## config.mk

```make
export PLATFORM = sky130hd
export DESIGN_NAME = sync_fifo_prog
export DESIGN_NICKNAME = d
export VERILOG_FILES = /design/src/rtl/sync_fifo_prog.sv
export SDC_FILE = /design/constraint.sdc
export NUM_CORES = 1
export LEC_CHECK = 0
export BUFFER_PORTS_ARGS = -buffer_cell sky130_fd_sc_hd__buf_2
export CAP_MARGIN = 20
export CORE_AREA = 5 5 279 145
export CTS_CLUSTER_SIZE = 25
export DETAILED_ROUTE_END_ITERATION = 8
export DIE_AREA = 0 0 284 150
export PLACE_DENSITY = 0.79
export SYNTH_ARGS = -nofsm -noshare
export SYNTH_HDL_FRONTEND = slang
export SYNTH_SLANG_ARGS = --single-unit
```

## constraint.sdc

```tcl
create_clock -name clk -period 7.01 [get_ports clk]
set_clock_uncertainty 0.1 [all_clocks]
set_input_delay 0.3505 -clock clk [delete_from_list [all_inputs] [get_ports clk]]
set_output_delay 0.3505 -clock clk [all_outputs]
set_load 0.1 [all_outputs]
```

## src/rtl/sync_fifo_prog.sv

```systemverilog
// Single-clock FIFO with programmable almost-full/almost-empty thresholds,
// live fill count, sticky overflow/underflow flags and selectable FWFT output.
module sync_fifo_prog #(
    parameter int DATA_WIDTH = 32,
    parameter int FIFO_DEPTH = 16,
    parameter int FWFT       = 0,
    localparam int ADDR_WIDTH = $clog2(FIFO_DEPTH)
) (
    input  logic                  clk,
    input  logic                  reset,
    input  logic                  wr_en,
    input  logic [DATA_WIDTH-1:0] data_in,
    input  logic                  rd_en,
    output logic [DATA_WIDTH-1:0] data_out,
    output logic                  data_valid,
    input  logic [ADDR_WIDTH:0]   almost_full_thresh,
    input  logic [ADDR_WIDTH:0]   almost_empty_thresh,
    input  logic                  err_clear,
    output logic [ADDR_WIDTH:0]   fill_count,
    output logic                  fifo_full,
    output logic                  fifo_empty,
    output logic                  fifo_almost_full,
    output logic                  fifo_almost_empty,
    output logic                  overflow,
    output logic                  underflow
);

    localparam logic [ADDR_WIDTH-1:0] PTR_ONE     = (ADDR_WIDTH)'(1);
    localparam logic [ADDR_WIDTH:0]   COUNT_ONE   = (ADDR_WIDTH+1)'(1);
    localparam logic [ADDR_WIDTH:0]   DEPTH_COUNT = (ADDR_WIDTH+1)'(FIFO_DEPTH);

    generate
        if (FIFO_DEPTH < 2 || (FIFO_DEPTH & (FIFO_DEPTH - 1)) != 0) begin : g_bad_depth
            $error("sync_fifo_prog: FIFO_DEPTH must be a power of 2 and >= 2");
        end
        if (FWFT != 0 && FWFT != 1) begin : g_bad_fwft
            $error("sync_fifo_prog: FWFT must be 0 or 1");
        end
    endgenerate

    logic [DATA_WIDTH-1:0] mem [FIFO_DEPTH];

    logic [ADDR_WIDTH-1:0] wr_ptr_reg, wr_ptr_next;
    logic [ADDR_WIDTH-1:0] rd_ptr_reg, rd_ptr_next;
    logic [ADDR_WIDTH:0]   fill_count_reg, fill_count_next;
    logic                  overflow_reg, overflow_next;
    logic                  underflow_reg, underflow_next;
    logic                  wr_accept;
    logic                  rd_accept;

    // Flags decode the registered count; thresholds are compared live.
    assign fifo_full         = (fill_count_reg == DEPTH_COUNT);
    assign fifo_empty        = (fill_count_reg == '0);
    assign fifo_almost_full  = (fill_count_reg >= almost_full_thresh);
    assign fifo_almost_empty = (fill_count_reg <= almost_empty_thresh);
    assign fill_count        = fill_count_reg;
    assign overflow          = overflow_reg;
    assign underflow         = underflow_reg;

    assign wr_accept = wr_en && !fifo_full;
    assign rd_accept = rd_en && !fifo_empty;

    always_comb begin
        wr_ptr_next     = wr_ptr_reg;
        rd_ptr_next     = rd_ptr_reg;
        fill_count_next = fill_count_reg;
        overflow_next   = overflow_reg;
        underflow_next  = underflow_reg;

        if (wr_accept) begin
            wr_ptr_next = wr_ptr_reg + PTR_ONE;
        end
        if (rd_accept) begin
            rd_ptr_next = rd_ptr_reg + PTR_ONE;
        end
        if (wr_accept && !rd_accept) begin
            fill_count_next = fill_count_reg + COUNT_ONE;
        end else if (rd_accept && !wr_accept) begin
            fill_count_next = fill_count_reg - COUNT_ONE;
        end

        // A fresh error in the clearing cycle wins over err_clear.
        if (err_clear) begin
            overflow_next  = 1'b0;
            underflow_next = 1'b0;
        end
        if (wr_en && fifo_full) begin
            overflow_next = 1'b1;
        end
        if (rd_en && fifo_empty) begin
            underflow_next = 1'b1;
        end
    end

    always_ff @(posedge clk or posedge reset) begin
        if (reset) begin
            wr_ptr_reg     <= '0;
            rd_ptr_reg     <= '0;
            fill_count_reg <= '0;
            overflow_reg   <= 1'b0;
            underflow_reg  <= 1'b0;
        end else begin
            wr_ptr_reg     <= wr_ptr_next;
            rd_ptr_reg     <= rd_ptr_next;
            fill_count_reg <= fill_count_next;
            overflow_reg   <= overflow_next;
            underflow_reg  <= underflow_next;
        end
    end

    // Storage is not reset; the pointers alone define valid contents.
    always_ff @(posedge clk) begin
        if (wr_accept) begin
            mem[wr_ptr_reg] <= data_in;
        end
    end

    generate
        if (FWFT == 0) begin : g_registered_read
            logic [DATA_WIDTH-1:0] data_out_reg;
            logic                  data_valid_reg;

            always_ff @(posedge clk or posedge reset) begin
                if (reset) begin
                    data_out_reg   <= '0;
                    data_valid_reg <= 1'b0;
                end else begin
                    data_valid_reg <= rd_accept;
                    if (rd_accept) begin
                        data_out_reg <= mem[rd_ptr_reg];
                    end
                end
            end

            assign data_out   = data_out_reg;
            assign data_valid = data_valid_reg;
        end else begin : g_fall_through
            // Head word is shown directly; rd_en acknowledges and pops it.
            assign data_out   = fifo_empty ? '0 : mem[rd_ptr_reg];
            assign data_valid = !fifo_empty;
        end
    endgenerate

endmodule

```

After elaboration in Yosys (flattened, before gate mapping) --
Memories as Yosys holds them, arrays and structs flattened. A register that Yosys moved wholly into a read port is not among the register bits. Index checks and enable logic that the tools add are counted.
Storage, ports and cells: memories kept 1, logic and storage cells 35, output and inout port bits 44, bits in registers 16, input bits 47, memory bits (writable) 512
Cells by class: mux-type cells 7, magnitude comparators 2, reduce and logical (&&, ||, !) cells 14, add/sub/neg operators 4, eq/ne operators 1
Memory list:
- mem | depth 16, bits a word 32, read ports 1, clocked after Yosys merged registers in 1, wr ports 1, RTL line 41 | logic [DATA_WIDTH-1:0] mem [FIFO_DEPTH];
Operators with widths (count):
- $mux 5 | 2
- $add 4x1->4 const B | 2
- $logic_and 1x1->1 | 6
- $reduce_bool 2->1 | 3
- $add 5x1->5 const B | 1
- $eq 5x5->1 const B | 1
- $ge 5x5->1 | 1
- $le 5x5->1 | 1
- $logic_not 5->1 | 1
- $mux 1 | 5
- $sub 5x1->5 const B | 1
- $logic_not 1->1 | 4

Depth between registers and ports, before layout --
Gate-level depths: netlist of the first run.
depth in word-level cells 7, mapped depth 12, mapped depth without buffers 10

Least setup slack after synthesis of the first run --
OpenSTA, ideal clock, no wires.
path type register to register, start point reg fill_count_reg[0], in the netlist fill_count[0], end point mem mem[3][0], enable pin, path buffers 1, path slack 2041 ps, cell stages (with the launch flop) 7, data arrival time 4408 ps, clock period less this slack 4969 ps, setup time 461 ps, data required time 6449 ps, path through dfrtp_1 nor4_2 and2_1 nor2b_1 buf_2 nand2_1 nor3_1
Between the ends: cells in the longest elaborated chain, start to end 5
RTL lines:
- start: declaration | RTL line 45 | logic [ADDR_WIDTH:0] fill_count_reg, fill_count_next;
- start signal: assignment | RTL line 105 | fill_count_reg <= fill_count_next;
- $eq 5x5->1 | RTL line 52 | assign fifo_full = (fill_count_reg == DEPTH_COUNT);
- via fifo_full | RTL line 20 | output logic fifo_full,
- $logic_not 1->1 | RTL line 60 | assign wr_accept = wr_en && !fifo_full;
- $logic_and 1x1->1 | RTL line 60
- via wr_accept | RTL line 48 | logic wr_accept;
- $mux 1 | RTL line 113 | if (wr_accept) begin
- $mux 1 (implied by the code) | RTL line 114 | mem[wr_ptr_reg] <= data_in;
- end: declaration | RTL line 41
The timed path passes the listed nets, and every way through them passes these cells.

Worst setup path in the final report of the first run --
start point reg fill_count_reg[1], in the netlist fill_count[1], end point mem mem[3][4], enable pin
Between the ends: cells in the longest elaborated chain, start to end 5
RTL lines (RTL line):
- $eq 5x5->1 | 52
- $logic_not 1->1 | 60
- $logic_and 1x1->1 | 60
- $mux 1 | 113
- $mux 1 (implied by the code) | 114
Every way passes these cells.

==> results.md, run 1 <==
* Worst path required time at 7120 ps
* Worst Setup Start Kind: flop
* Seq/Total Area, Yosys at 77.0%
* Worst Path Max Fanout at 22
* CTS sink cnt at 560
* Gate count of the mapped netlist at 985
* Tot GR Track Use at 21.6%
* Mapped Area at 21500 um^2
* Synth-to-Final Area Change at 11.9%
* CP max stage cell: nor3_2
* Die Height at 150 um
* NetSw at 0.00359 W
* First-pass GRT wire length at 68000 um
* Initial core utilization at 56.7%
* Vias in the first global route at 10400
* Sw Share at 35.0%
* Final Max Slew Viols at 0
* Clock Tree Root: clkbuf_16
* Post-synth top cells: edfxtp_1, mux4_2, dfrtp_1
* Peak Freq at 283 MHz
* Clk pin slew, worst setup/hold paths at 70 ps
* Most common cell in the netlist: edfxtp_1
* Slowest stage delay, CP at 890 ps
* CP Data Arrival Time at 3640 ps
* Top Ports at 91
* Largest net degree at the start of global routing at 75
* Largest register FFs at 512
* MaxCap Viol Count at 0
* Clk pwr share at 24.1%
* Nets@finish at 1164
* Post-route minimum period at 3540 ps
* PwrDens at 426 nW/um^2
* Routed len/inst at 27.7 um
* Core footprint at 38000 um^2
* Rel. slew slack at 27.7%
* Int Pwr at 0.00666 W
* Layout cells sized above 1 at 31.0%
* Die area at 42600 um^2
* Setup-failing EPs final at 0
* DRC Markers at 0
* Final Util at 63.4%
* Hpwl dp at 23900 um
* Yosys top cell area share at 71.4%
* Detailed Routing Iterations Pass 1 at 5
* Synth Flop Type: edfxtp_1
* Synth cell types at 35
* Initial antenna violation count at 2
* Fillers at 2512
* Number of flops mapped to enable cells by yosys at 512
* Gr ovfl total at 0
* Setup_tns at 0 ps
* GP Congestion at 0.775
* Initial DRC count at 1250
* Skew-Pair Late Insertion Delay at 560 ps
* Status: complete, no violations
* YS warnings at 0
* Hold_ws at 20.1 ps
* Leak Pwr at 7.94 nW
* Maximum vdd drop at 0.274 mV
* Row count at 51
* Number of diodes at 0
* RSZ-0062 raised after global routing: false
* Vias/cell at 6.26
* Crit end category: flop
* Combinational Power Share at 33.1%
* Antenna Nets Post-Route at 0
* Setup slack after layout at 3470 ps
* Avg Cell Area, Syn at 21.9 um^2
* Deepest clock path buffer count at 3
* Pre-CTS WS at 3440 ps
* Post-CTS Setup Inserts at 0
* Via Count at 10200
* Async S/R FF share, synth at 8.57%
* Critical path class: flop to flop
* Port bufs at 90
* CTS tree: built
* Hold Crit Class: input port to flop
* Die width at 284 um
* Total Routed Length at 45300 um
* Syn_nets at 1052
* Htree depth at 2
* Final hold vios at 0
* TritonCTS Buffers at 45
* Sequential power share at 42.8%
* Synthesis-stage register bit count at 560
* CP Cell Sequence: nor4_2 -> and2_1 -> nor2b_1 -> nand2_1 -> nor3_2 -> buf_4
* Fin crit share at 50.5%
* Post-synth top area cell: edfxtp_1
* Synth area leaders: edfxtp_1, mux4_2, dfrtp_1, mux2i_1, ha_1
* Worst-margin pin slew at 1080 ps
## metrics by stage
| step | cell area [um^2] | cells | power (W) |
|---|---|---|---|
| 2_1_floorplan | 21500 | 985 | 0.00705 |
| 3_3_place_gp | 22600 | 1549 | 0.00778 |
| 3_5_place_dp | 22600 | 1550 | 0.00786 |
| 4_1_cts | 24100 | 1635 | 0.0103 |
| 5_1_grt | 24100 | 1635 | 0.0107 |
| 6_report | 24100 | 1635 | 0.0103 |
## worst paths after layout
kind                               start  cells after the start            end  slack (ps)
setup / recovery           fill_count[1]                      6      mem[3][4]        3470
hold / removal                 err_clear                      3       overflow          20
setup reg to reg           fill_count[1]                      6      mem[3][4]        3470
hold reg to reg             data_out[20]                      2   data_out[20]         390
max in group asynchronous          reset                      4  rd_ptr_reg[2]        5680
min in group asynchronous          reset                      4   data_out[13]         480
## cell families after synthesis
group	synth area share, %
muxes	15.7
AOI/OAI and AO/OA	2.72
and+or+nand+nor	1.40
xor gates and xnor gates	0.366
adders and majority gates	1.20
DFF	77.0
buffers and inverters	1.63
## cell usage in the layout (no fill, tap or decap), types with 4 or more instances in the layout
cell       netlist  layout
buf_2           23      90
nor2_4           0      12
mux2i_1         28      28
mux4_2         128     128
edfxtp_1       512     512
nor3_2           0       4
xnor2_1          7       7
nor2_1          16       4
inv_1           18      17
ha_1            19      19
mux2_2          19      19
o22ai_2          6       6
clkinv_1         0       4
o22ai_1         33      33
o221ai_1        13      13
o21ai_0          4       4
nand2_1         27      27
dfrtp_1         48      45
nand2b_1         5       5
clkbuf_1        12      19
buf_4            2      22
clkinv_2         0       4
clkbuf_16        0      47
a21oi_1         23      23
## power by group through the flow
stage          clock network (W)  logic (W)  registers [W]
2_1_floorplan                  0    0.00199        0.00507
3_3_place_gp                   0    0.00334        0.00444
3_5_place_dp                   0    0.00340        0.00446
5_1_grt                  0.00267    0.00361        0.00444
4_1_cts                  0.00251    0.00343        0.00440
6_report                 0.00247    0.00339        0.00439
## cell type report
type	instances	area, um^2	share of cell area (%)
flip-flops and latches	560	16600	68.9
multi-input cells	354	4710	19.6
clock buffers	69	1290	5.35
repair buffers	117	677	2.81
well taps	503	629	2.61
clock inverters	13	121	0.504
inverters	19	73.8	0.306
## metal layers
layer	vias up	share of wire, %	track usage [%]
met2	494	45	32.0
met5	-	0.031	0
met3	59	9.4	4.63
met4	2	1.3	3.84
met1	5367	44	34.4
li1	4319	-	-
## critical path: cells and delay by family, from the launching register on
kind                   cells  cell delay (ps)
AND/OR/NAND/NOR            5             2040
flip-flops                 1              460
buffers and inverters      1              560
## what timing repair did
item / in CTS / in global routing
endpoints found under the hold margin: 50 / 0
hold buffers: 3 / 0
gates resized for setup: 0 / 0
Power figures use the tool's default switching activity.
==> run 2, diff against run 1 <==
==> constraint.sdc (replaced) <==
create_clock -name clk -period 3.5 [get_ports clk]
set_clock_uncertainty 0.1 [all_clocks]
set_input_delay 0.175 -clock clk [delete_from_list [all_inputs] [get_ports clk]]
set_output_delay 0.175 -clock clk [all_outputs]
set_load 0.1 [all_outputs]
==> results.md, run 2 (synthesized netlist as in run 1, its figures left out) <==
* Worst Setup Start Kind: flop
* Htree depth at 2 (unchanged)
* Slowest stage delay, CP at 460 ps (-430 ps)
* Worst path required time at 3880 ps (-3240 ps)
* Critical path class: flop to flop
* Peak Freq at 344 MHz (+22%)
* GP Congestion at 0.829 (+6.9%)
* CP max stage cell: dfrtp_1
* Initial core utilization at 56.7% (unchanged)
* Vias in the first global route at 10900 (+4.4%)
* Routed len/inst at 28.8 um (+4.0%)
* Int Pwr at 0.0137 W (+110%)
* Worst-margin pin slew at 948 ps (-136 ps)
* Reg2Reg Launch Point: fill_count[0]
* Sw Share at 35.5% (+0.44 points)
* Via Count at 10600 (+3.7%)
* Die area at 42600 um^2 (unchanged)
* Number of gates resized after CTS at 0 (unchanged)
* Antenna Nets Post-Route at 0 (unchanged)
* Most common cell after layout, fill and taps aside: edfxtp_1
* TritonCTS Buffers at 46 (+2.2%)
* Sequential power share at 41.0% (-1.8 points)
* Maximum vdd drop at 0.604 mV (+120%)
* Row count at 51 (unchanged)
* Worst Path Max Fanout at 9 (-59%)
* Gr ovfl total at 0 (unchanged)
* Crit end category: flop
* Clk pin slew, worst setup/hold paths at 70 ps (about the same)
* Port bufs at 90 (unchanged)
* MaxCap Viol Count at 0 (unchanged)
* RSZ-0062 raised after global routing: false
* Tot GR Track Use at 23.3% (+1.7 points)
* Fin area at 24800 um^2 (+2.9%)
* Die Height at 150 um (unchanged)
* Rel. slew slack at 36.8% (+9.1 points)
* RR Endpoint: fill_count[4]
* Status: complete, no violations
* NetSw at 0.00752 W (+110%)
* Clk pwr share at 24.4% (+0.3 points)
* Detailed Routing Iterations Pass 1 at 5 (unchanged)
* Setup-failing EPs final at 0 (unchanged)
* Layout cells sized above 1 at 31.5% (+0.52 points)
* Largest net degree at the start of global routing at 50 (-33%)
* First-pass GRT wire length at 72400 um (+6.6%)
* Worst reg2reg path depth at 11 (+5)
* CP Cell Sequence: nor4_2 -> and2_2 -> nor2b_1 -> buf_4 -> ha_1 -> inv_1 -> ha_1 -> a21o_1 -> a21oi_1 -> mux2i_1 -> xnor2_1
* Core footprint at 38000 um^2 (unchanged)
* Combinational Power Share at 34.5% (+1.4 points)
* Hold Crit Class: input port to async pin
* Vias/cell at 6.30 (+0.59%)
* Final hold vios at 0 (unchanged)
* Fillers at 2424 (-3.5%)
* Most common cell on crit path: ha_1
* Fin crit share at 83.2% (+33 points)
* Deepest clock path buffer count at 3 (unchanged)
* CP Data Arrival Time at 3290 ps (-350 ps)
* R2r setup slk at 590 ps (-2880 ps)
* Skew-Pair Late Insertion Delay at 570 ps (about the same)
* Synth-to-Final Area Change at 15.2%
* Largest register FFs at 512 (unchanged)
* Nets@finish at 1214 (+4.3%)
* Commonest cells after routing, fill and taps aside: edfxtp_1, mux4_2, buf_2
* Setup_tns at 0 ps (unchanged)
* Initial antenna violation count at 0 (-2)
* Top Ports at 91 (unchanged)
* DRC Markers at 0 (unchanged)
* PwrDens at 855 nW/um^2 (+100%)
* Leak Pwr at 8.26 nW (+4.0%)
* Number of diodes at 0 (unchanged)
* Die width at 284 um (unchanged)
* Post-CTS Setup Inserts at 0 (unchanged)
* Total Routed Length at 48500 um (+7.3%)
* Post-route minimum period at 2910 ps (-628 ps)
* CTS sink cnt at 560 (unchanged)
* Area post-placement at 22900 um^2 (+1.2%)
* Final Max Slew Viols at 0 (unchanged)
* Clock Tree Root: clkbuf_16
* Hpwl dp at 28700 um (+20%)
* CTS Hold Buffers Added at 37 (+34)
* Initial DRC count at 1247 (-0.24%)
* CTS tree: built
run 2: metrics by stage:
stage / power (W) / hold WS (ps) / worst slack, ps / std cells / util (%)
2_1_floorplan: 0.0142 / 174 / 0.748 / 985 / -
5_1_grt: 0.0221 / 83.5 / 379 / 1686 / 65.3
4_1_cts: 0.0213 / 70.0 / 573 / 1686 / 65.3
3_3_place_gp: 0.0159 / 116 / 743 / 1565 / 60.4
6_report: 0.0212 / 74.0 / 589 / 1686 / 65.3
3_5_place_dp: 0.0161 / 119 / 653 / 1565 / 60.4
run 2: power groups by stage:
| stage | Sequential, W | Combinational [W] | Clock (W) |
|---|---|---|---|
| 6_report | 0.00870 | 0.00732 | 0.00518 |
| 5_1_grt | 0.00878 | 0.00772 | 0.00559 |
| 4_1_cts | 0.00871 | 0.00736 | 0.00527 |
| 3_5_place_dp | 0.00884 | 0.00726 | 0 |
| 3_3_place_gp | 0.00880 | 0.00715 | 0 |
| 2_1_floorplan | 0.0101 | 0.00405 | 0 |
run 2: worst max-delay path: cells and delay by family, from the launching register on:
family	cells	cell delay [ps]
and+or+nand+nor	3	660
adders and majority gates	2	520
DFF	1	460
AOI/OAI and AO/OA	2	390
buffers and inverters	2	290
muxes	1	270
xor gates and xnor gates	1	140
run 2: worst max-delay path by stage:
stage | cells after the start | startpoint | slack (ps) | end
after global placement | 11 | fill_count[1] | 740 | fill_count[4]
final | 11 | fill_count[0] | 590 | fill_count[4]
after detailed placement | 11 | fill_count[0] | 650 | fill_count[4]
after CTS | 11 | fill_count[0] | 570 | fill_count[4]
after floorplan | 12 | fill_count[0] | 0.7 | fill_count[4]
after global routing | 11 | fill_count[0] | 380 | fill_count[4]
run 2: metal layers:
| layer | GRT usage, % | vias to the layer above | wire (um) |
|---|---|---|---|
| li1 | - | 4414 | - |
| met1 | 35.8 | 5568 | 20300 |
| met2 | 35.4 | 582 | 22400 |
| met3 | 5.27 | 59 | 5030 |
| met4 | 4.55 | 0 | 816 |
| met5 | 0 | - | 0 |
run 2: layout make-up:
class,instances,area (um^2),share of cell area [%]
Sequential cell,560,16600,66.9
Multi-Input combinational cell,354,4750,19.2
Timing Repair Buffer,166,1250,5.05
Clock buffer,61,1250,5.04
Tap cell,503,629,2.54
Clock inverter,23,254,1.02
Inverter,19,73.8,0.298
==> run 3, diff against run 2 <==
==> constraint.sdc (replaced) <==
create_clock -name clk -period 2.8 [get_ports clk]
set_clock_uncertainty 0.1 [all_clocks]
set_input_delay 0.14 -clock clk [delete_from_list [all_inputs] [get_ports clk]]
set_output_delay 0.14 -clock clk [all_outputs]
set_load 0.1 [all_outputs]
==> results.md, run 3 (synthesized netlist as in run 1, its figures left out) <==
* RSZ-0062 raised after global routing: true
* Worst path required time at 2560 ps (-1320 ps)
* Port bufs at 90 (unchanged)
* Hold Crit Class: input port to async pin
* Fin crit share at 98.2%
* Post-route minimum period at 2750 ps
* Detailed Routing Iterations Pass 1 at 5 (unchanged)
* Initial core utilization at 56.7% (unchanged)
* Largest register FFs at 512 (unchanged)
* Via Count at 10600 (+0.094%)
* Tot GR Track Use at 23.2% (-0.12 points)
* Worst Setup Start Kind: flop
* Clk pin slew, worst setup/hold paths at 70 ps (about the same)
* Maximum vdd drop at 0.583 mV (-3.4%)
* First-pass GRT wire length at 72500 um (+0.13%)
* Die width at 284 um (unchanged)
* TritonCTS Buffers at 46 (unchanged)
* Peak Freq at 364 MHz
* Combinational Power Share at 35.1% (+0.6 points)
* CTS sink cnt at 560 (unchanged)
* Most common cell after layout, fill and taps aside: edfxtp_1
* Synth-to-Final Area Change at 16.4%
* Setup-failing EPs final at 0 (unchanged)
* Slowest stage delay, CP at 490 ps (+30 ps)
* Setup_tns at 0 ps (unchanged)
* CP Data Arrival Time at 2510 ps (-780 ps)
* Leak Pwr at 8.37 nW (+1.4%)
* Initial antenna violation count at 0 (unchanged)
* CP Buf/Inv Count at 2 (unchanged)
* Die area at 42600 um^2 (unchanged)
* Status: complete, no violations
* Layout cells sized above 1 at 34.1% (+2.6 points)
* Largest net degree at the start of global routing at 45 (-10%)
* RR Endpoint: mem[9][0]
* Reg2Reg Launch Point: fill_count[1]
* Critical path class: flop to output port
* Final hold vios at 0 (unchanged)
* Core footprint at 38000 um^2 (unchanged)
* R2r setup slk at 100 ps (-490 ps)
* Int Pwr at 0.0174 W (+27%)
* Skew-Pair Late Insertion Delay at 570 ps (about the same)
* Die Height at 150 um (unchanged)
* Worst Path Max Fanout at 5 (-4)
* GP Congestion at 0.777 (-6.3%)
* Vias in the first global route at 10900 (-0.26%)
* Most common cell on crit path: o21a_1
* Setup slack after layout at 51.6 ps (-537 ps)
* Antenna Nets Post-Route at 0 (unchanged)
* Number of diodes at 0 (unchanged)
* Deepest clock path buffer count at 3 (unchanged)
* Clk pwr share at 24.3% (about the same)
* Rel. slew slack at 17.4% (-19 points)
* Row count at 51 (unchanged)
* Pre-CTS WS at -25.0 ps (-678 ps)
* Clock Tree Root: clkbuf_16
* CP Cell Sequence: buf_4 -> ha_1 -> nor2b_1 -> o21a_1 -> o21a_1 -> o21a_1 -> o22ai_2 -> buf_12
* Sequential power share at 40.6% (-0.4 points)
* Final Max Slew Viols at 0 (unchanged)
* Crit end category: output port
* Top delay family on crit path: compound AO/OA/AOI/OAI gates
* Worst-margin pin slew at 1240 ps (+289 ps)
* Gr ovfl total at 0 (unchanged)
* CP max stage cell: dfrtp_4
* Routed len/inst at 28.5 um (-0.86%)
* Top Ports at 91 (unchanged)
* DRC Markers at 0 (unchanged)
* CTS tree: built
* Initial DRC count at 1343 (+7.7%)
* Total Routed Length at 48700 um (+0.32%)
* PwrDens at 1070 nW/um^2 (+25%)
* Sw Share at 35.2% (-0.30 points)
* NetSw at 0.00942 W (+25%)
* MaxCap Viol Count at 0 (unchanged)
* Commonest cells after routing, fill and taps aside: edfxtp_1, mux4_2, buf_2
* Vias/cell at 6.23 (-1.1%)
* Worst reg2reg path depth at 8 (-3)
* Htree depth at 2 (unchanged)
* Nets@finish at 1233 (+1.6%)
* Hpwl dp at 27400 um (-4.6%)
## run 3: power by group through the flow
stage          combinational, W  sequential [W]  clock, W
5_1_grt                 0.00993          0.0110   0.00699
4_1_cts                 0.00940          0.0109   0.00659
2_1_floorplan           0.00518          0.0127         0
3_3_place_gp            0.00912          0.0110         0
6_report                0.00941          0.0109   0.00650
3_5_place_dp            0.00926          0.0110         0
## run 3: per-layer routing
| layer | routed length, um | track usage, % |
|---|---|---|
| met5 | 0 | 0 |
| met4 | 581 | 3.79 |
| met3 | 4780 | 4.60 |
| met2 | 22700 | 35.7 |
| met1 | 20600 | 35.9 |
## run 3: layout make-up
type / count / area [um^2]
inverter: 19 / 76.3
timing repair buffer: 184 / 1440
tap: 503 / 629
fill: 2375 / 12900
clock buffer: 65 / 1290
sequential: 560 / 16600
multi-input combinational: 355 / 4810
clock inverter: 20 / 200
## run 3: through the flow
| step | instance area [um^2] | cells | total power [W] | utilization (%) | hold WS (ps) |
|---|---|---|---|---|---|
| floorplan | 21800 | 985 | 0.0179 | - | 139 |
| global placement | 23100 | 1581 | 0.0201 | 60.8 | 179 |
| detailed placement | 23100 | 1581 | 0.0203 | 60.8 | 201 |
| CTS | 25000 | 1703 | 0.0269 | 65.8 | 137 |
| global route | 25100 | 1706 | 0.0279 | 66.0 | 190 |
| finish | 25100 | 1706 | 0.0268 | 66.0 | 144 |
## run 3: tightest hold or removal path: cells and delay by family
| kind | cells | cell delay (ps) |
|---|---|---|
| buffers and inverters | 3 | 1150 |
## run 3: timing repair
item | CTS | global route
gates cloned | 0 | 1
pin swaps | 0 | 6
hold buffers | 37 | 0
setup buffers | 0 | 0
resized for setup | 7 | 6
endpoints found under the hold margin | 539 | 0
endpoints found under the setup margin | 24 | 42
## run 3: worst max-delay path by stage
stage	endpoint	startpoint	cells after the start	slack, ps
3_5_place_dp	mem[5][1]	fill_count[2]	8	-20
2_1_floorplan	fill_count[4]	fill_count[3]	12	-170
6_report	fifo_almost_empty	fill_count[1]	8	50
4_1_cts	fifo_almost_empty	fill_count[1]	8	2
3_3_place_gp	mem[5][3]	fill_count[1]	8	50
5_1_grt	fifo_almost_empty	fill_count[1]	8	-30
